==> config.mk <==
export PLATFORM = sky130hd
export DESIGN_NAME = pool_bram_reader
export DESIGN_NICKNAME = d
export VERILOG_FILES = /design/src/rtl/pool_pkg.sv /design/src/rtl/pool_rd_fifo.sv /design/src/rtl/pool_bram_reader.sv
export SDC_FILE = /design/constraint.sdc
export NUM_CORES = 1
export LEC_CHECK = 0
export BUFFER_PORTS_ARGS = -buffer_cell sky130_fd_sc_hd__buf_2
export CAP_MARGIN = 40
export CORE_MARGIN = 1
export CORE_UTILIZATION = 51
export DETAILED_ROUTE_END_ITERATION = 10
export PLACE_DENSITY = 0.76
export REMOVE_ABC_BUFFERS = 1
export SLEW_MARGIN = 15
export SYNTH_ARGS = -nofsm -noshare
export SYNTH_HDL_FRONTEND = slang
export SYNTH_SLANG_ARGS = --single-unit
==> constraint.sdc <==
create_clock -name clk -period 2.49 [get_ports clk]
set_clock_uncertainty 0.2 [all_clocks]
set_input_delay 0.6225 -clock clk [delete_from_list [all_inputs] [get_ports clk]]
set_output_delay 0.6225 -clock clk [all_outputs]
set_load 0.05 [all_outputs]
==> src/rtl/pool_pkg.sv <==
// ---------------------------------------------------------------------------
// pool_pkg
// Shared definitions for the pooling line-buffer read path.
//   - rd_state_e : read sequencer FSM states (IDLE / READ / DRAIN)
//   - RD_LAT     : BRAM read latency in cycles, from bram_en to bram_rdata
//   - FIFO_DEPTH : output FIFO depth, RD_LAT + 2
//   - CNT_W      : width of a 0..FIFO_DEPTH occupancy count
// Build option: BRAM_OUTREG_EN
//   defined   -> BRAM output register in use, RD_LAT = 2, FIFO_DEPTH = 4
//   undefined -> RD_LAT = 1, FIFO_DEPTH = 3
// ---------------------------------------------------------------------------
package pool_pkg;

`ifdef BRAM_OUTREG_EN
    localparam int RD_LAT = 2;
`else
    localparam int RD_LAT = 1;
`endif

    // Two entries beyond the read latency let the burst run at one word per
    // cycle while still bounding storage under any backpressure pattern.
    localparam int FIFO_DEPTH = RD_LAT + 2;
    localparam int CNT_W      = $clog2(FIFO_DEPTH + 1);

    typedef enum logic [1:0] {
        ST_IDLE  = 2'd0,
        ST_READ  = 2'd1,
        ST_DRAIN = 2'd2
    } rd_state_e;

endpackage

==> src/rtl/pool_rd_fifo.sv <==
// ---------------------------------------------------------------------------
// pool_rd_fifo
// Small register FIFO that absorbs BRAM read data ahead of the valid/ready
// output. The head entry is presented combinationally on head_data.
// Ports:
//   clk, rst        clock, asynchronous active-low reset
//   push, push_data write one entry (caller guarantees not full)
//   pop             remove head entry (caller guarantees not empty)
//   head_data       current head entry
//   count           number of stored entries, 0..DEPTH
//   full, empty     occupancy flags
// ---------------------------------------------------------------------------
module pool_rd_fifo #(
    parameter  int WIDTH = 9,
    parameter  int DEPTH = 3,
    localparam int CW    = $clog2(DEPTH + 1),
    localparam int PW    = (DEPTH > 1) ? $clog2(DEPTH) : 1
) (
    input  logic             clk,
    input  logic             rst,
    input  logic             push,
    input  logic [WIDTH-1:0] push_data,
    input  logic             pop,
    output logic [WIDTH-1:0] head_data,
    output logic [CW-1:0]    count,
    output logic             full,
    output logic             empty
);

    logic [WIDTH-1:0] mem_q [DEPTH];
    logic [PW-1:0]    wr_ptr_q;
    logic [PW-1:0]    rd_ptr_q;
    logic [CW-1:0]    count_q;

    // DEPTH need not be a power of two, so pointers wrap explicitly.
    function automatic logic [PW-1:0] ptr_inc(input logic [PW-1:0] p);
        return (p == PW'(DEPTH - 1)) ? '0 : p + 1'b1;
    endfunction

    // NOTE: sequential state uses non-blocking assignments so every register
    // samples the pre-edge values, independent of statement order.
    always_ff @(posedge clk or negedge rst) begin
        if (!rst) begin
            wr_ptr_q <= '0;
            rd_ptr_q <= '0;
            count_q  <= '0;
        end else begin
            if (push) wr_ptr_q <= ptr_inc(wr_ptr_q);
            if (pop)  rd_ptr_q <= ptr_inc(rd_ptr_q);
            count_q <= count_q + CW'(push) - CW'(pop);
        end
    end

    // NOTE: storage is deliberately left without reset; the occupancy count
    // is reset, and the consumer masks the head whenever the FIFO is empty,
    // so stale contents are never observable.
    always_ff @(posedge clk) begin
        if (push) mem_q[wr_ptr_q] <= push_data;
    end

    assign head_data = mem_q[rd_ptr_q];
    assign count     = count_q;
    assign full      = (count_q == CW'(DEPTH));
    assign empty     = (count_q == '0);

endmodule

==> src/rtl/pool_bram_reader.sv <==
// ---------------------------------------------------------------------------
// pool_bram_reader
// Read-side sequencer for the pooling line-buffer BRAM. A start request
// launches a contiguous (wrapping) burst of BRAM reads; returned words are
// buffered and streamed on a valid/ready interface without loss.
// Build option: BRAM_OUTREG_EN selects a 2-cycle BRAM read latency
// (see pool_pkg); default is 1 cycle.
// Ports:
//   clk, rst         clock, asynchronous active-low reset
//   start            burst request, sampled only when idle
//   start_addr, len  first address and word count (0..SRAM_DEPTH)
//   bram_en/addr     BRAM read port controls
//   bram_rdata       BRAM data, valid RD_LAT cycles after bram_en
//   m_valid/m_ready  output handshake; m_data word, m_last final word
//   busy             burst in progress
//   done             one-cycle pulse at burst completion
// ---------------------------------------------------------------------------
module pool_bram_reader
    import pool_pkg::*;
#(
    parameter  int SRAM_DEPTH = 1024,
    parameter  int DATA_WIDTH = 8,
    localparam int AW         = $clog2(SRAM_DEPTH)
) (
    input  logic                  clk,
    input  logic                  rst,
    input  logic                  start,
    input  logic [AW-1:0]         start_addr,
    input  logic [AW:0]           len,
    output logic                  bram_en,
    output logic [AW-1:0]         bram_addr,
    input  logic [DATA_WIDTH-1:0] bram_rdata,
    output logic                  m_valid,
    input  logic                  m_ready,
    output logic [DATA_WIDTH-1:0] m_data,
    output logic                  m_last,
    output logic                  busy,
    output logic                  done
);

    rd_state_e         state_q;
    logic [AW-1:0]     addr_q;       // next address to issue
    logic [AW-1:0]     last_addr_q;  // last issued address, shown while idle
    logic [AW:0]       remaining_q;
    logic [RD_LAT-1:0] pipe_vld_q;   // reads in flight inside the BRAM
    logic [RD_LAT-1:0] pipe_last_q;
    logic              done_q;

    logic              issue;
    logic              push;
    logic              pop;
    logic [CNT_W:0]    inflight_cnt;
    logic [CNT_W-1:0]  fifo_count;
    logic              fifo_full;
    logic              fifo_empty;
    logic [DATA_WIDTH:0] head;

    // NOTE: every signal driven in always_comb receives a default before any
    // conditional logic, so no path can leave it holding a value (latch).
    always_comb begin
        inflight_cnt = '0;
        for (int i = 0; i < RD_LAT; i++) begin
            inflight_cnt = inflight_cnt + (CNT_W + 1)'(pipe_vld_q[i]);
        end
    end

    // Credit rule: every word in flight or buffered owns a FIFO slot, so
    // the FIFO cannot overflow however long m_ready stays low.
    assign issue = (state_q == ST_READ) && (remaining_q != '0) &&
                   (({1'b0, fifo_count} + inflight_cnt) < (CNT_W + 1)'(FIFO_DEPTH));

    assign push = pipe_vld_q[RD_LAT-1];
    assign pop  = m_valid && m_ready;

    always_ff @(posedge clk or negedge rst) begin
        if (!rst) begin
            state_q     <= ST_IDLE;
            addr_q      <= '0;
            last_addr_q <= '0;
            remaining_q <= '0;
            pipe_vld_q  <= '0;
            pipe_last_q <= '0;
            done_q      <= 1'b0;
        end else begin
            done_q         <= 1'b0;
            pipe_vld_q[0]  <= issue;
            pipe_last_q[0] <= issue && (remaining_q == (AW + 1)'(1));
            for (int i = 1; i < RD_LAT; i++) begin
                pipe_vld_q[i]  <= pipe_vld_q[i-1];
                pipe_last_q[i] <= pipe_last_q[i-1];
            end

            if (issue) begin
                addr_q      <= addr_q + 1'b1;  // natural wrap at SRAM_DEPTH
                last_addr_q <= addr_q;
                remaining_q <= remaining_q - 1'b1;
            end

            case (state_q)
                ST_IDLE: begin
                    if (start) begin
                        if (len != '0) begin
                            state_q     <= ST_READ;
                            addr_q      <= start_addr;
                            remaining_q <= len;
                        end else begin
                            done_q <= 1'b1;  // empty burst completes at once
                        end
                    end
                end
                ST_READ: begin
                    if (issue && (remaining_q == (AW + 1)'(1))) state_q <= ST_DRAIN;
                end
                ST_DRAIN: begin
                    if (pop && head[DATA_WIDTH]) begin
                        state_q <= ST_IDLE;
                        done_q  <= 1'b1;
                    end
                end
                default: state_q <= ST_IDLE;
            endcase
        end
    end

    pool_rd_fifo #(
        .WIDTH (DATA_WIDTH + 1),
        .DEPTH (FIFO_DEPTH)
    ) u_fifo (
        .clk       (clk),
        .rst       (rst),
        .push      (push),
        .push_data ({pipe_last_q[RD_LAT-1], bram_rdata}),
        .pop       (pop),
        .head_data (head),
        .count     (fifo_count),
        .full      (fifo_full),
        .empty     (fifo_empty)
    );

    always_ff @(posedge clk) begin
        if (rst) assert (!(push && fifo_full && !pop));
    end

    assign bram_en   = issue;
    assign bram_addr = issue ? addr_q : last_addr_q;
    assign m_valid   = !fifo_empty;
    assign m_data    = m_valid ? head[DATA_WIDTH-1:0] : '0;
    assign m_last    = m_valid && head[DATA_WIDTH];
    assign busy      = (state_q != ST_IDLE);
    assign done      = done_q;

endmodule

[Word level (Yosys, flattened, before mapping)]
Memories as Yosys holds them, arrays and structs flattened.
Cells that the tools add are included.
W data, S select, Z words.
Cells by class
  add/sub/neg operators: 7
  $lt $le $gt $ge: 1
  equality and inequality tests: 9
  multiplexer cells: 23
  reductions and logical operators: 13
Operators with widths (count)
  $mux W10: 5
  $mux W11: 4
  $reduce_bool A11 Y1: 2
  $mux W2: 6
  $eq A11 B1 Y1 const B: 1
  $sub A11 B1 Y11 const B: 1
  $add A10 B1 Y10 const B: 1
  $mux W8: 1
  $eq A2 B2 Y1 const B: 3
  $logic_and A1 B1 Y1: 6
  $ne A2 B2 Y1 const B: 3
  $pmux W2 S3: 1
  $mux W1: 5
  $add A2 B1 Y2 const B: 2
  $logic_not A2 Y1: 2
  $reduce_and A4 Y1: 1
  $add A2 B1 Y3: 1
  $lt A3 B2 Y1 const B: 1
  $add A2 B1 Y2: 1
  $eq A2 B1 Y1 const B: 1
  $ne A2 B1 Y1 const B: 1
  $pmux W1 S2: 1
  $reduce_bool A2 Y1: 1
  $sub A2 B1 Y2: 1
  $logic_not A1 Y1: 1
Storage, ports and cells
  flip-flop bits (word level): 42
  RAM bits: 27
  input bits: 33
  output and inout port bits: 23
  memories: 1
Memories
  u_fifo.mem_q: words 3, width 9, read ports 1, clocked after memory_dff 0, wr ports 1, RTL line pool_rd_fifo.sv:30  | logic [WIDTH-1:0] mem_q [DEPTH];

[Logic depth before layout (Yosys ltp)]
Gate-level depths: netlist of the first run.
  depth after elaboration: 7
  depth in mapped cells: 9
  depth with buffers taken out: 7

[Hierarchy]
Synthesis of the first run repeated with hierarchy kept, for this count alone.
Second synthesis, totals
  cells, all modules: 281
  area total of the unflattened synthesis: 3301.9 µm²
By module, submodules not included
  pool_bram_reader: instances 1, cells an instance 198, area each 2003.2 µm², seq. area each 900.9 µm²
  pool_rd_fifo: instances 1, cells an instance 83, area each 1298.7 µm², seq. area each 960.9 µm²

[Worst setup path after synthesis of the first run]
OpenSTA, ideal clock, no wires.
  kind: register to output
  start point: register pipe_vld_q
  end point: output bram_addr[9]
  arrival time: 2.171 ns
  required time: 1.668 ns
  setup slack: -0.503 ns
  cell stages (with the launch flop): 9
  path through: dfrtp_1 -> ha_1 -> ha_1 -> nor3b_2 -> nand2_1 -> or2_1 -> buf_6 -> inv_2 -> mux2_4
Between the ends
  word-level cells in the longest chain between the ends: 4
Ends and longest elaborated chain
  start, declared: RTL line pool_bram_reader.sv:45  | logic [RD_LAT-1:0] pipe_vld_q;
  start signal, assigned by index: RTL line pool_bram_reader.sv:89  | pipe_vld_q[i] <= pipe_vld_q[i-1];
  $add A2 B1 Y3: RTL line pool_bram_reader.sv:70  | (({1'b0, fifo_count} + inflight_cnt) < (CNT_W + 1)'(FIFO_DEPTH));
  $lt A3 B2 Y1: RTL line pool_bram_reader.sv:70
  $logic_and A1 B1 Y1: RTL line pool_bram_reader.sv:69  | assign issue = (state_q == ST_READ) && (remaining_q != '0) &&
  net bram_en: RTL line pool_bram_reader.sv:30  | output logic bram_en,
  $mux W10
  end, declared: RTL line pool_bram_reader.sv:31  | output logic [AW-1:0] bram_addr,
The timed path passes the listed nets, and every way through them passes these cells.

[Final worst setup path of the first run]
  start point: register remaining_q[0]
  end point: output bram_addr[8]
Between the ends
  word-level cells in the longest chain between the ends: 4
Ends and longest elaborated chain
  start, declared: RTL line pool_bram_reader.sv:44  | logic [AW:0] remaining_q;
  start signal, assigned: RTL line pool_bram_reader.sv:96  | remaining_q <= remaining_q - 1'b1;
  start signal, assigned: RTL line pool_bram_reader.sv:105  | remaining_q <= len;
  $reduce_bool A11 Y1: RTL line pool_bram_reader.sv:69
  $logic_and A1 B1 Y1 (2 in a row): RTL line pool_bram_reader.sv:69
  $mux W10
No other way between the ends.

==> results of run 1 <==
-- kinds of logic (layout without fill, tap and decap cells) --
group                    after synthesis  in the layout
multiplexers                          21             21
XOR/XNOR                               2              2
buffers and inverters                 22            133
AO/OA/AOI/OAI                         58             58
flip-flops                            69             69
AND/OR/NAND/NOR                      112            112
adder cells (fa/ha/maj)                8              8
-- per-layer routing --
metal	GRT usage	part of all wire	vias to the layer above	wire length, microns
met4	0.126	0.029	0	238
met2	0.432	0.52	122	4310
li1	-	-	1323	-
met5	0	0	-	0
met1	0.284	0.38	1394	3150
met3	0.0544	0.062	23	511
-- final cells by class --
cell class	instances	area share
Clock inverter	6	0.0189
Timing Repair Buffer	107	0.184
Multi-Input combinational cell	201	0.327
Clock buffer	10	0.0302
Inverter	10	0.00933
Tap cell	77	0.0211
Sequential cell	69	0.409
-- flip-flops by register name, indices dropped and copies added, names as in the netlist --
signal	count
pipe_vld_q	1
u_fifo.mem_q	27
u_fifo.wr_ptr_q	2
remaining_q	11
addr_q	10
last_addr_q	10
state_q	2
done	1
u_fifo.count	2
pipe_last_q	1
u_fifo.rd_ptr_q	2
-- repair_timing --
item / in CTS / in global routing
buffers inserted: 13 / 9
gates cloned: 1 / 0
gates resized for setup: 55 / 14
setup endpoints to repair: 18 / 27
pin swaps: 5 / 3
-- critical path, delay by kind of cell (launching register included) --
family        cells  cell delay (ns)
buf+inv           3             0.39
flops             1             0.41
mux               1             0.35
simple gates      3             0.83
fa+ha+maj         1             0.14
-- final timing paths --
kind                                start                 end  slack, ns  cells past startpoint
min in group clk            bram_rdata[0]  u_fifo.mem_q[2][0]       0.28                      1
setup reg to reg           remaining_q[0]      last_addr_q[9]       0.01                     10
max in group asynchronous             rst  u_fifo.rd_ptr_q[0]       1.57                      2
hold reg to reg               pipe_last_q  u_fifo.mem_q[1][8]       0.28                      0
setup / recovery           remaining_q[0]        bram_addr[8]      -0.78                      8
hold / removal                        rst  u_fifo.rd_ptr_q[1]       0.14                      2
-- through the flow --
stage | std cells | utilization | hold WS (ns) | TNS (ns) | area [sq um]
CTS | 482 | 0.710 | 0.153 | -8.45 | 4540
global placement | 452 | 0.626 | 0.247 | -4.26 | 4000
finish | 480 | 0.714 | 0.137 | -8.19 | 4560
floorplan | 280 | - | 0.127 | -18.02 | 3300
global route | 480 | 0.714 | 0.168 | -9.06 | 4560
detailed placement | 452 | 0.626 | 0.268 | -5.19 | 4000
-- cell usage in the layout, fill, tap and decap left out, types with 3 or more instances in the layout --
master	n
o21ai_1	5
inv_1	7
buf_8	8
nor3_1	3
buf_6	10
or3_1	8
o21ai_0	3
mux2_4	7
ha_1	6
clkbuf_8	10
or4_4	3
buf_4	43
nand2_1	17
a31oi_1	9
edfxtp_1	27
dfrtp_1	40
or4_1	10
a21oi_1	10
o31ai_1	8
buf_2	42
nor2_1	36
mux2_2	4
a31oi_2	4
mux2i_1	10
nand3_1	9
==> metrics.txt, run 1 <==
# TYPE chip_impl_metric gauge
chip_impl_info{name="run_status",value="complete, but fails checks"} 1
chip_impl_info{name="failed_checks",value="negative setup slack"} 1
chip_impl_info{name="synth.area.top_cells",value="dfrtp_1 31%, edfxtp_1 24%, nor2_1 4.1%"} 1
chip_impl_metric{name="numClockSinks",unit=""} 69
chip_impl_metric{name="initial_util",unit=""} 0.533
chip_impl_info{name="clockRootBuffer",value="clkbuf_8"} 1
chip_impl_info{name="critical_path.endpoint_type",value="primary output"} 1
chip_impl_metric{name="endpoints_failing_hold",unit=""} 0
chip_impl_info{name="synth.largest_area_cell",value="dfrtp_1"} 1
chip_impl_metric{name="route.vias.total",unit=""} 2862
chip_impl_metric{name="post_synth.cell_area_avg",unit="sq um"} 11.7
chip_impl_metric{name="die_area",unit="sq um"} 7000
chip_impl_metric{name="nFillCells",unit=""} 433
chip_impl_info{name="post-synth-top-count-cell",value="dfrtp_1"} 1
chip_impl_metric{name="timing.critical_path.arrival",unit="ns"} 2.45
chip_impl_metric{name="detail_routed_via_count_per_cell",unit=""} 5.96
chip_impl_metric{name="netlist_instances",unit=""} 292
chip_impl_metric{name="timing.final.setup_violations",unit=""} 11
chip_impl_metric{name="antenna_left",unit=""} 0
chip_impl_metric{name="synthDistinctLibCells",unit=""} 58
chip_impl_metric{name="syn2layout_area_growth",unit="%"} 34.0
chip_impl_metric{name="layout_setup_ws",unit="ns"} -0.782
chip_impl_metric{name="max_slew.worst_pin.slew",unit="ns"} 0.563
chip_impl_metric{name="layout_min_cycle_time",unit="ns"} 3.27
chip_impl_metric{name="clk_path_buf_depth",unit=""} 2
chip_impl_metric{name="boundaryPins",unit=""} 56
chip_impl_metric{name="clock_insertion_delay_worst_skew",unit="ns"} 0.34
chip_impl_info{name="critPathSlowestCell",value="or4b_4"} 1
chip_impl_metric{name="drt_pre_antenna_iters",unit=""} 5
chip_impl_metric{name="area_share_of_fa_ha_maj_cells_after_synthesis",unit=""} 0.0294
chip_impl_metric{name="netlist.area_leader.share",unit=""} 0.309
chip_impl_info{name="rsz0062_at_grt",value="yes"} 1
chip_impl_metric{name="multi_input_area",unit="sq um"} 1490
chip_impl_metric{name="cts_htree_levels",unit=""} 3
chip_impl_info{name="synth_top_family_by_area",value="simple AND/OR/NAND/NOR gates"} 1
chip_impl_metric{name="drc_errors",unit=""} 0
chip_impl_metric{name="dp_worst_setup_slack",unit="ns"} -0.498
chip_impl_metric{name="cts-buffers-inserted",unit=""} 9
chip_impl_metric{name="track_usage",unit=""} 0.247
chip_impl_metric{name="hold_buffers",unit=""} 0
chip_impl_metric{name="mux_cell_area_share_after_synthesis",unit=""} 0.0669
chip_impl_metric{name="worst_ep_required_time",unit="ns"} 1.67
chip_impl_metric{name="antenna_found_initial",unit=""} 0
chip_impl_metric{name="yosys_warn_count",unit=""} 0
chip_impl_metric{name="num-nets-final",unit=""} 439
chip_impl_metric{name="die_w",unit="microns"} 83.7
chip_impl_metric{name="final_min_period_over_clock_period",unit=""} 1.31
chip_impl_info{name="min_path_type",value="input pin to asynchronous set/reset pin"} 1
chip_impl_metric{name="core_region_area",unit="sq um"} 6390
chip_impl_metric{name="port_buffer_cells",unit=""} 55
chip_impl_metric{name="synth-compound-area-share",unit=""} 0.128
chip_impl_metric{name="drv_cap",unit=""} 0
chip_impl_metric{name="clkSlewWorstSetupHoldPaths",unit="ns"} 0.07
chip_impl_metric{name="grt_max_degree",unit=""} 43
chip_impl_info{name="synth_flop_cell",value="dfrtp_1"} 1
chip_impl_metric{name="max-slew-margin-rel",unit=""} 0.623
chip_impl_metric{name="globalplace.congestion",unit=""} 0.872
chip_impl_metric{name="synth-seq-cells",unit=""} 69
chip_impl_metric{name="final_layout_size_suffix_gt1_frac",unit=""} 0.402
chip_impl_info{name="tritoncts",value="built"} 1
chip_impl_metric{name="wl",unit="mm"} 8.20
chip_impl_metric{name="grt_pass1_vias",unit=""} 2815
chip_impl_info{name="critical_path_class",value="register to primary output"} 1
chip_impl_metric{name="die_height",unit="microns"} 83.7
chip_impl_metric{name="parity_gate_share_of_the_synthesized_area_counting_xor_and_xnor_cells",unit=""} 0.00515
chip_impl_metric{name="placement_rows",unit=""} 29
chip_impl_metric{name="global_route_wire_length_before_repair",unit="mm"} 13.4
chip_impl_info{name="yosys-top-cells-count",value="42 x dfrtp_1, 37 x nor2_1, 27 x edfxtp_1, 17 x nand2_1, 11 x or4_1"} 1
chip_impl_metric{name="ys_async_sr_fraction",unit=""} 0.609
chip_impl_metric{name="insertedDiodeCount",unit=""} 0
chip_impl_metric{name="synth.cell_area",unit="sq um"} 3400
chip_impl_metric{name="detail_route.wl_per_cell",unit="microns"} 17.1
chip_impl_metric{name="global_route.overflow_total",unit=""} 0
chip_impl_metric{name="detailedRoute.firstIterationViolations",unit=""} 138
chip_impl_metric{name="crit_path_max_fanout",unit=""} 5
chip_impl_metric{name="synth-edff-count",unit=""} 27
chip_impl_metric{name="yosysSeqAreaShare",unit=""} 0.547
chip_impl_metric{name="fmax",unit="GHz"} 0.306
chip_impl_metric{name="regArea",unit="sq um"} 1860
chip_impl_info{name="path_cells",value="inv_2 -> ha_4 -> or4b_4 -> nor3_4 -> or2_4 -> buf_12 -> mux2_2 -> buf_6"} 1
chip_impl_metric{name="place.detailed.hpwl",unit="mm"} 5.21
chip_impl_metric{name="critPathMaxStageDelay",unit="ns"} 0.48
chip_impl_info{name="setup.worst_path.start_class",value="register"} 1
chip_impl_metric{name="final_max_slew_viol_count",unit=""} 0
chip_impl_metric{name="synth_simple_gate_area_share",unit=""} 0.183
Power of run 1 is not shown: default switching activity piles up to over one toggle a cycle in this logic, so the estimate is an artifact.
==> run 2: changes to the inputs <==
- ABC_AREA: unset -> 1
- SKIP_LAST_GASP: unset -> 1
==> run 2 against run 1 <==
Against the previous run:
- the run still ends with negative setup slack left
- first-iteration DRC count rose by 22%
- maximum frequency rose by 16%
- synthesized cell count rose by 51%
- routed wire length rose by 0.48%
- sequential cell count did not move
- via count rose by 10%
- non-clock buffer count fell by 21
- critical path depth rose by 1
- design area rose by 3.0%
- register-to-register slack improved by 0.37 ns
- cell count rose by 32%
- critical endpoint is now bram_addr[4]
==> metrics.txt, run 2 <==
# TYPE chip_impl_metric gauge
chip_impl_info{name="run_status",value="complete, but fails checks"} 1
chip_impl_info{name="failed_checks",value="negative setup slack"} 1
chip_impl_info{name="synth_flop_cell",value="dfrtp_1"} 1
chip_impl_metric{name="use_met2",unit=""} 0.387
chip_impl_metric{name="die_w",unit="microns"} 86.2
chip_impl_metric{name="netlist_instances",unit=""} 442
chip_impl_metric{name="detail_routed_via_count_per_cell",unit=""} 4.98
chip_impl_metric{name="crit_path_max_fanout",unit=""} 5
chip_impl_info{name="largest_registers",value="u_fifo.mem_q x27, remaining_q x11"} 1
chip_impl_metric{name="synthDistinctLibCells",unit=""} 31
chip_impl_metric{name="num-nets-final",unit=""} 572
chip_impl_metric{name="clkSlewWorstSetupHoldPaths",unit="ns"} 0.08
chip_impl_metric{name="final_max_slew_viol_count",unit=""} 0
chip_impl_metric{name="grt_use_met1",unit=""} 0.286
chip_impl_metric{name="detail_route.wl_per_cell",unit="microns"} 13.0
chip_impl_metric{name="worst_ep_required_time",unit="ns"} 1.67
chip_impl_metric{name="synth.cell_area",unit="sq um"} 3620
chip_impl_metric{name="antenna_left",unit=""} 0
chip_impl_metric{name="synth-seq-cells",unit=""} 69
chip_impl_metric{name="clk_path_buf_depth",unit=""} 2
chip_impl_metric{name="layout_setup_ws",unit="ns"} -0.320
chip_impl_metric{name="track_usage",unit=""} 0.226
chip_impl_metric{name="drv_cap",unit=""} 0
chip_impl_metric{name="final_cell_area",unit="sq um"} 4700
chip_impl_info{name="global_route.peak_usage_layer",value="met2"} 1
chip_impl_info{name="clockRootBuffer",value="clkbuf_8"} 1
chip_impl_metric{name="grt_pass1_vias",unit=""} 2912
chip_impl_metric{name="timing.final.setup_violations",unit=""} 11
chip_impl_metric{name="detailedRoute.firstIterationViolations",unit=""} 169
chip_impl_metric{name="global_route_wire_length_before_repair",unit="mm"} 12.9
chip_impl_metric{name="multi_input_area",unit="sq um"} 1640
chip_impl_metric{name="cts-buffers-inserted",unit=""} 9
chip_impl_metric{name="netlist.area_leader.share",unit=""} 0.291
chip_impl_metric{name="initial_util",unit=""} 0.529
chip_impl_metric{name="route.vias.total",unit=""} 3147
chip_impl_metric{name="timing.hold.ws",unit="ns"} 0.0223
chip_impl_metric{name="nFillCells",unit=""} 544
chip_impl_metric{name="globalplace.congestion",unit=""} 0.832
chip_impl_metric{name="drc_errors",unit=""} 0
chip_impl_metric{name="global_route.overflow_total",unit=""} 0
chip_impl_metric{name="boundaryPins",unit=""} 56
chip_impl_metric{name="timing.critical_path.arrival",unit="ns"} 1.99
chip_impl_metric{name="ys_async_sr_fraction",unit=""} 0.609
chip_impl_info{name="min_path_type",value="input pin to asynchronous set/reset pin"} 1
chip_impl_metric{name="synth-edff-count",unit=""} 27
chip_impl_info{name="synth.largest_area_cell",value="dfrtp_1"} 1
chip_impl_info{name="yosys-top-cells-count",value="172 x nand2_1, 55 x inv_1, 42 x dfrtp_1, 33 x nor2_1, 31 x nand3_1"} 1
chip_impl_metric{name="final_layout_size_suffix_gt1_frac",unit=""} 0.284
chip_impl_metric{name="port_buffer_cells",unit=""} 55
chip_impl_info{name="critical_path_class",value="register to primary output"} 1
chip_impl_metric{name="dp_worst_setup_slack",unit="ns"} -0.187
chip_impl_info{name="critical_path.endpoint_type",value="primary output"} 1
chip_impl_metric{name="number_of_flip_flops_in_the_largest_register",unit=""} 27
chip_impl_metric{name="cts_htree_levels",unit=""} 3
chip_impl_metric{name="wl",unit="mm"} 8.24
chip_impl_metric{name="met3_usage",unit=""} 0.0590
chip_impl_metric{name="layout_min_cycle_time",unit="ns"} 2.81
chip_impl_info{name="most_frequent_cells_in_the_layout",value="163 x nand2_1, 54 x inv_1, 41 x dfrtp_1"} 1
chip_impl_metric{name="max_slew.worst_pin.slew",unit="ns"} 0.465
chip_impl_metric{name="endpoints_failing_hold",unit=""} 0
chip_impl_info{name="tritoncts",value="built"} 1
chip_impl_metric{name="yosysSeqAreaShare",unit=""} 0.515
chip_impl_metric{name="drt_pre_antenna_iters",unit=""} 4
chip_impl_metric{name="post_synth.cell_area_avg",unit="sq um"} 8.18
chip_impl_info{name="most_common_cell_after_layout_fill_and_taps_aside",value="nand2_1"} 1
chip_impl_info{name="post-synth-top-count-cell",value="nand2_1"} 1
chip_impl_metric{name="fmax",unit="GHz"} 0.356
chip_impl_info{name="top_register",value="u_fifo.mem_q"} 1
chip_impl_info{name="rsz0062_at_grt",value="yes"} 1
chip_impl_metric{name="insertedDiodeCount",unit=""} 0
chip_impl_metric{name="final_min_period_over_clock_period",unit=""} 1.13
chip_impl_info{name="setup.worst_path.start_class",value="register"} 1
chip_impl_info{name="synth.area.top_cells",value="dfrtp_1 29%, edfxtp_1 22%, nand2_1 18%"} 1
chip_impl_metric{name="core_region_area",unit="sq um"} 6830
chip_impl_metric{name="yosys_warn_count",unit=""} 0
chip_impl_metric{name="placed_area",unit="sq um"} 4150
chip_impl_metric{name="die_area",unit="sq um"} 7430
chip_impl_metric{name="antenna_found_initial",unit=""} 0
chip_impl_metric{name="max-slew-margin-rel",unit=""} 0.690
chip_impl_metric{name="syn2layout_area_growth",unit="%"} 29.9
chip_impl_metric{name="placement_rows",unit=""} 30
chip_impl_metric{name="grt_max_degree",unit=""} 25
chip_impl_metric{name="clock_insertion_delay_worst_skew",unit="ns"} 0.34
chip_impl_metric{name="die_height",unit="microns"} 86.2
chip_impl_metric{name="numClockSinks",unit=""} 69
chip_impl_metric{name="place.detailed.hpwl",unit="mm"} 5.30
chip_impl_metric{name="regArea",unit="sq um"} 1860
run 2: timing repair:
item | CTS | global route
endpoints found under the hold margin | 0 | 0
gates resized for setup | 57 | 33
setup buffers | 2 | 3
setup endpoints to repair | 21 | 20
pin swaps | 7 | 7
cloned | 2 | 1
hold buffers | 0 | 0
run 2: kinds of logic after synthesis:
logic type                 count (synthesis)  synth area share
AOI/OAI and AO/OA                         18            0.0305
xor gates and xnor gates                  10            0.0242
adders and majority gates                  8            0.0277
buffers and inverters                     67            0.0810
DFF                                       69             0.515
muxes                                      1           0.00311
and+or+nand+nor                          269             0.319
run 2: metal layers:
metal / vias to the layer above / routed length, microns
met3: 14 / 382
met4: 0 / 134
met2: 77 / 4190
li1: 1556 / -
met1: 1500 / 3540
met5: - / 0
run 2: worst paths after layout:
kind	cells after the start	end	slack [ns]	from
max	9	bram_addr[4]	-0.32	u_fifo.count[0]
min in group clk	1	u_fifo.mem_q[2][4]	0.27	bram_rdata[4]
min reg2reg	0	u_fifo.mem_q[2][8]	0.28	pipe_last_q
max in group asynchronous	2	remaining_q[0]	1.58	rst
max reg2reg	11	remaining_q[3]	0.38	u_fifo.count[0]
min	1	u_fifo.count[0]	0.02	rst
run 2: area by class of cell:
type | count | area share
clock buffer | 9 | 0.0264
clock inverter | 7 | 0.0141
inverter | 57 | 0.0477
multi-input combinational | 307 | 0.350
sequential | 69 | 0.397
tap | 96 | 0.0256
timing repair buffer | 86 | 0.138
timing repair inverter | 1 | 0.00133
run 2: metrics by stage:
step           std cells  setup TNS [ns]  utilization
2_1_floorplan        432          -16.52            -
3_3_place_gp         608          -0.635        0.607
3_5_place_dp         608           -1.15        0.607
4_1_cts              628           -2.96        0.664
5_1_grt              632           -4.09        0.688
6_report             632           -3.24        0.688
run 2: worst max-delay path: stages (launching register included):
cell     delay, ns
dfrtp_1       0.42
ha_4          0.19
ha_4          0.25
nand2_4       0.06
nand3_4       0.10
a21oi_4       0.16
buf_6         0.16
nand2_2       0.06
nand2_2       0.09
buf_8         0.15
Power of run 2 is left out for the same reason.
==> run 3: changes to the inputs <==
- CORE_UTILIZATION: 51 -> 46
- PLACE_DENSITY: 0.76 -> 0.69
==> run 3 against run 2 <==
Against the previous run:
- the run still ends with negative setup slack left
- design area is 0.45% lower
- register-to-register slack got worse by 0.05 ns
- routed wire length fell by 3.6%
- first-iteration DRC count is 46% lower
- count of clock-buffer cells in the layout up 1
- cell count grew 0.63%
- sequential cell count did not move
- die area up 11%
- maximum frequency rose by 2.0%
- sequential share of layout area is 0.15 points higher
- critical path type unchanged
- largest cell class unchanged
- highest routed layer unchanged
==> metrics.txt, run 3 (synthesis gave the netlist of run 2 again) <==
# TYPE chip_impl_metric gauge
chip_impl_metric{name="placement_rows",unit=""} 31
chip_impl_metric{name="port_buffer_cells",unit=""} 55
chip_impl_metric{name="final_min_period_over_clock_period",unit=""} 1.11
chip_impl_metric{name="initial_util",unit=""} 0.488
chip_impl_metric{name="crit_path_max_fanout",unit=""} 10
chip_impl_metric{name="endpoints_failing_hold",unit=""} 0
chip_impl_metric{name="clock_insertion_delay_worst_skew",unit="ns"} 0.35
chip_impl_metric{name="grt_pass1_vias",unit=""} 2968
chip_impl_metric{name="nFillCells",unit=""} 612
chip_impl_metric{name="detail_routed_via_count_per_cell",unit=""} 4.78
chip_impl_info{name="most_frequent_cells_in_the_layout",value="164 x nand2_1, 54 x inv_1, 42 x dfrtp_1"} 1
chip_impl_metric{name="max-slew-margin-rel",unit=""} 0.629
chip_impl_metric{name="global_route.overflow_total",unit=""} 0
chip_impl_metric{name="drt_pre_antenna_iters",unit=""} 4
chip_impl_info{name="critical_path_class",value="register to primary output"} 1
chip_impl_metric{name="place.detailed.hpwl",unit="mm"} 5.06
chip_impl_metric{name="die_w",unit="microns"} 90.7
chip_impl_metric{name="boundaryPins",unit=""} 56
chip_impl_metric{name="numClockSinks",unit=""} 69
chip_impl_metric{name="layout_min_cycle_time",unit="ns"} 2.76
chip_impl_info{name="rsz0062_at_grt",value="yes"} 1
chip_impl_metric{name="detail_route.wl_per_cell",unit="microns"} 12.5
chip_impl_info{name="setup.worst_path.start_class",value="register"} 1
chip_impl_info{name="most_common_cell_after_layout_fill_and_taps_aside",value="nand2_1"} 1
chip_impl_metric{name="max_slew.worst_pin.slew",unit="ns"} 0.556
chip_impl_metric{name="final_max_slew_viol_count",unit=""} 0
chip_impl_metric{name="dp_worst_setup_slack",unit="ns"} -0.161
chip_impl_metric{name="worst_ep_required_time",unit="ns"} 1.67
chip_impl_info{name="min_path_type",value="input pin to asynchronous set/reset pin"} 1
chip_impl_metric{name="timing.hold.ws",unit="ns"} 0.140
chip_impl_metric{name="core_region_area",unit="sq um"} 7410
chip_impl_info{name="failed_checks",value="negative setup slack"} 1
chip_impl_metric{name="die_area",unit="sq um"} 8220
chip_impl_metric{name="antenna_left",unit=""} 0
chip_impl_info{name="critical_path.endpoint_type",value="primary output"} 1
chip_impl_metric{name="drv_cap",unit=""} 0
chip_impl_metric{name="global_route_wire_length_before_repair",unit="mm"} 13.3
chip_impl_info{name="largest_registers",value="u_fifo.mem_q x27, remaining_q x11"} 1
chip_impl_metric{name="clkSlewWorstSetupHoldPaths",unit="ns"} 0.08
chip_impl_metric{name="insertedDiodeCount",unit=""} 0
chip_impl_metric{name="cts_htree_levels",unit=""} 3
chip_impl_info{name="tritoncts",value="built"} 1
chip_impl_metric{name="clk_path_buf_depth",unit=""} 2
chip_impl_metric{name="cts-buffers-inserted",unit=""} 9
chip_impl_metric{name="drc_errors",unit=""} 0
chip_impl_metric{name="final_layout_size_suffix_gt1_frac",unit=""} 0.281
chip_impl_metric{name="timing.final.setup_violations",unit=""} 11
chip_impl_metric{name="layout_setup_ws",unit="ns"} -0.265
chip_impl_metric{name="antenna_found_initial",unit=""} 0
chip_impl_metric{name="globalplace.congestion",unit=""} 0.829
chip_impl_info{name="run_status",value="complete, but fails checks"} 1
chip_impl_metric{name="placed_area",unit="sq um"} 4150
chip_impl_metric{name="timing.critical_path.arrival",unit="ns"} 1.93
chip_impl_metric{name="die_height",unit="microns"} 90.7
chip_impl_metric{name="syn2layout_area_growth",unit="%"} 29.3
chip_impl_info{name="clockRootBuffer",value="clkbuf_8"} 1
chip_impl_metric{name="wl",unit="mm"} 7.95
chip_impl_metric{name="detailedRoute.firstIterationViolations",unit=""} 91
chip_impl_metric{name="num-nets-final",unit=""} 573
chip_impl_info{name="top_register",value="u_fifo.mem_q"} 1
chip_impl_metric{name="track_usage",unit=""} 0.205
chip_impl_metric{name="grt_max_degree",unit=""} 43
chip_impl_metric{name="final_cell_area",unit="sq um"} 4680
chip_impl_metric{name="number_of_flip_flops_in_the_largest_register",unit=""} 27
chip_impl_metric{name="fmax",unit="GHz"} 0.363
chip_impl_metric{name="route.vias.total",unit=""} 3037
==> run 3: cell count changes in the layout (fill, tap and decap cells not counted), moves of 2 or more <==
| cell | before | now |
|---|---|---|
| buf_4 | 28 | 33 |
| nor2_4 | 10 | 7 |
| clkinv_4 | 1 | 4 |
| nand2_2 | 13 | 10 |
| buf_2 | 40 | 35 |
| clkinv_1 | 2 | 0 |
| clkinvlp_4 | 2 | 0 |
| nor2_2 | 1 | 3 |
==> run 3: cell type report <==
type	instances	area, sq um	share of cell area
sequential	69	1860	0.398
multi-input combinational	307	1630	0.348
timing repair inverter	1	6.26	0.00134
inverter	57	218	0.0465
clock inverter	6	48.8	0.0104
timing repair buffer	87	666	0.142
clock buffer	10	128	0.0273
tap	99	124	0.0265
==> run 3: worst max-delay path: stages, from the launching register on <==
cell and delay, ns:
dfrtp_1 0.39, ha_2 0.21, ha_4 0.22, nand2_4 0.06, nand3_4 0.10, inv_4 0.15, nand2_8 0.09, nor2_2 0.16
nor2_4 0.06, buf_6 0.15
==> run 3: timing repair <==
action / in CTS / in global routing
buffers inserted: 3 / 4
hold buffers: 0 / 0
endpoints found under the setup margin: 20 / 20
cloned: 2 / 0
hold endpoints to repair: 0 / 0
pin swaps: 9 / 8
resized for setup: 73 / 16
==> run 3: path summary, 6_finish.rpt <==
check | slack [ns] | cells after the start | startpoint | endpoint
setup / recovery | -0.27 | 9 | u_fifo.count[0] | bram_addr[0]
min in group clk | 0.26 | 0 | pipe_last_q | u_fifo.mem_q[1][8]
hold reg to reg | 0.26 | 0 | pipe_last_q | u_fifo.mem_q[1][8]
setup reg to reg | 0.33 | 12 | u_fifo.count[0] | remaining_q[6]
max in group asynchronous | 1.56 | 2 | rst | pipe_vld_q
hold / removal | 0.14 | 2 | rst | remaining_q[7]
==> run 3: through the flow <==
stage	cells	TNS, ns	utilization
3_5_place_dp	613	-1.31	0.560
5_1_grt	636	-3.63	0.631
6_report	636	-2.72	0.631
2_1_floorplan	432	-16.52	-
4_1_cts	634	-3.20	0.619
3_3_place_gp	613	-0.644	0.560
==> run 3: metal layers <==
| layer | vias to the layer above | wire, microns | track usage |
|---|---|---|---|
| met5 | - | 0 | 0 |
| met4 | 0 | 121 | 0.0927 |
| met3 | 12 | 350 | 0.0337 |
| met2 | 70 | 3980 | 0.336 |
| met1 | 1401 | 3490 | 0.266 |
| li1 | 1554 | - | - |
Power of run 3 is left out for the same reason.
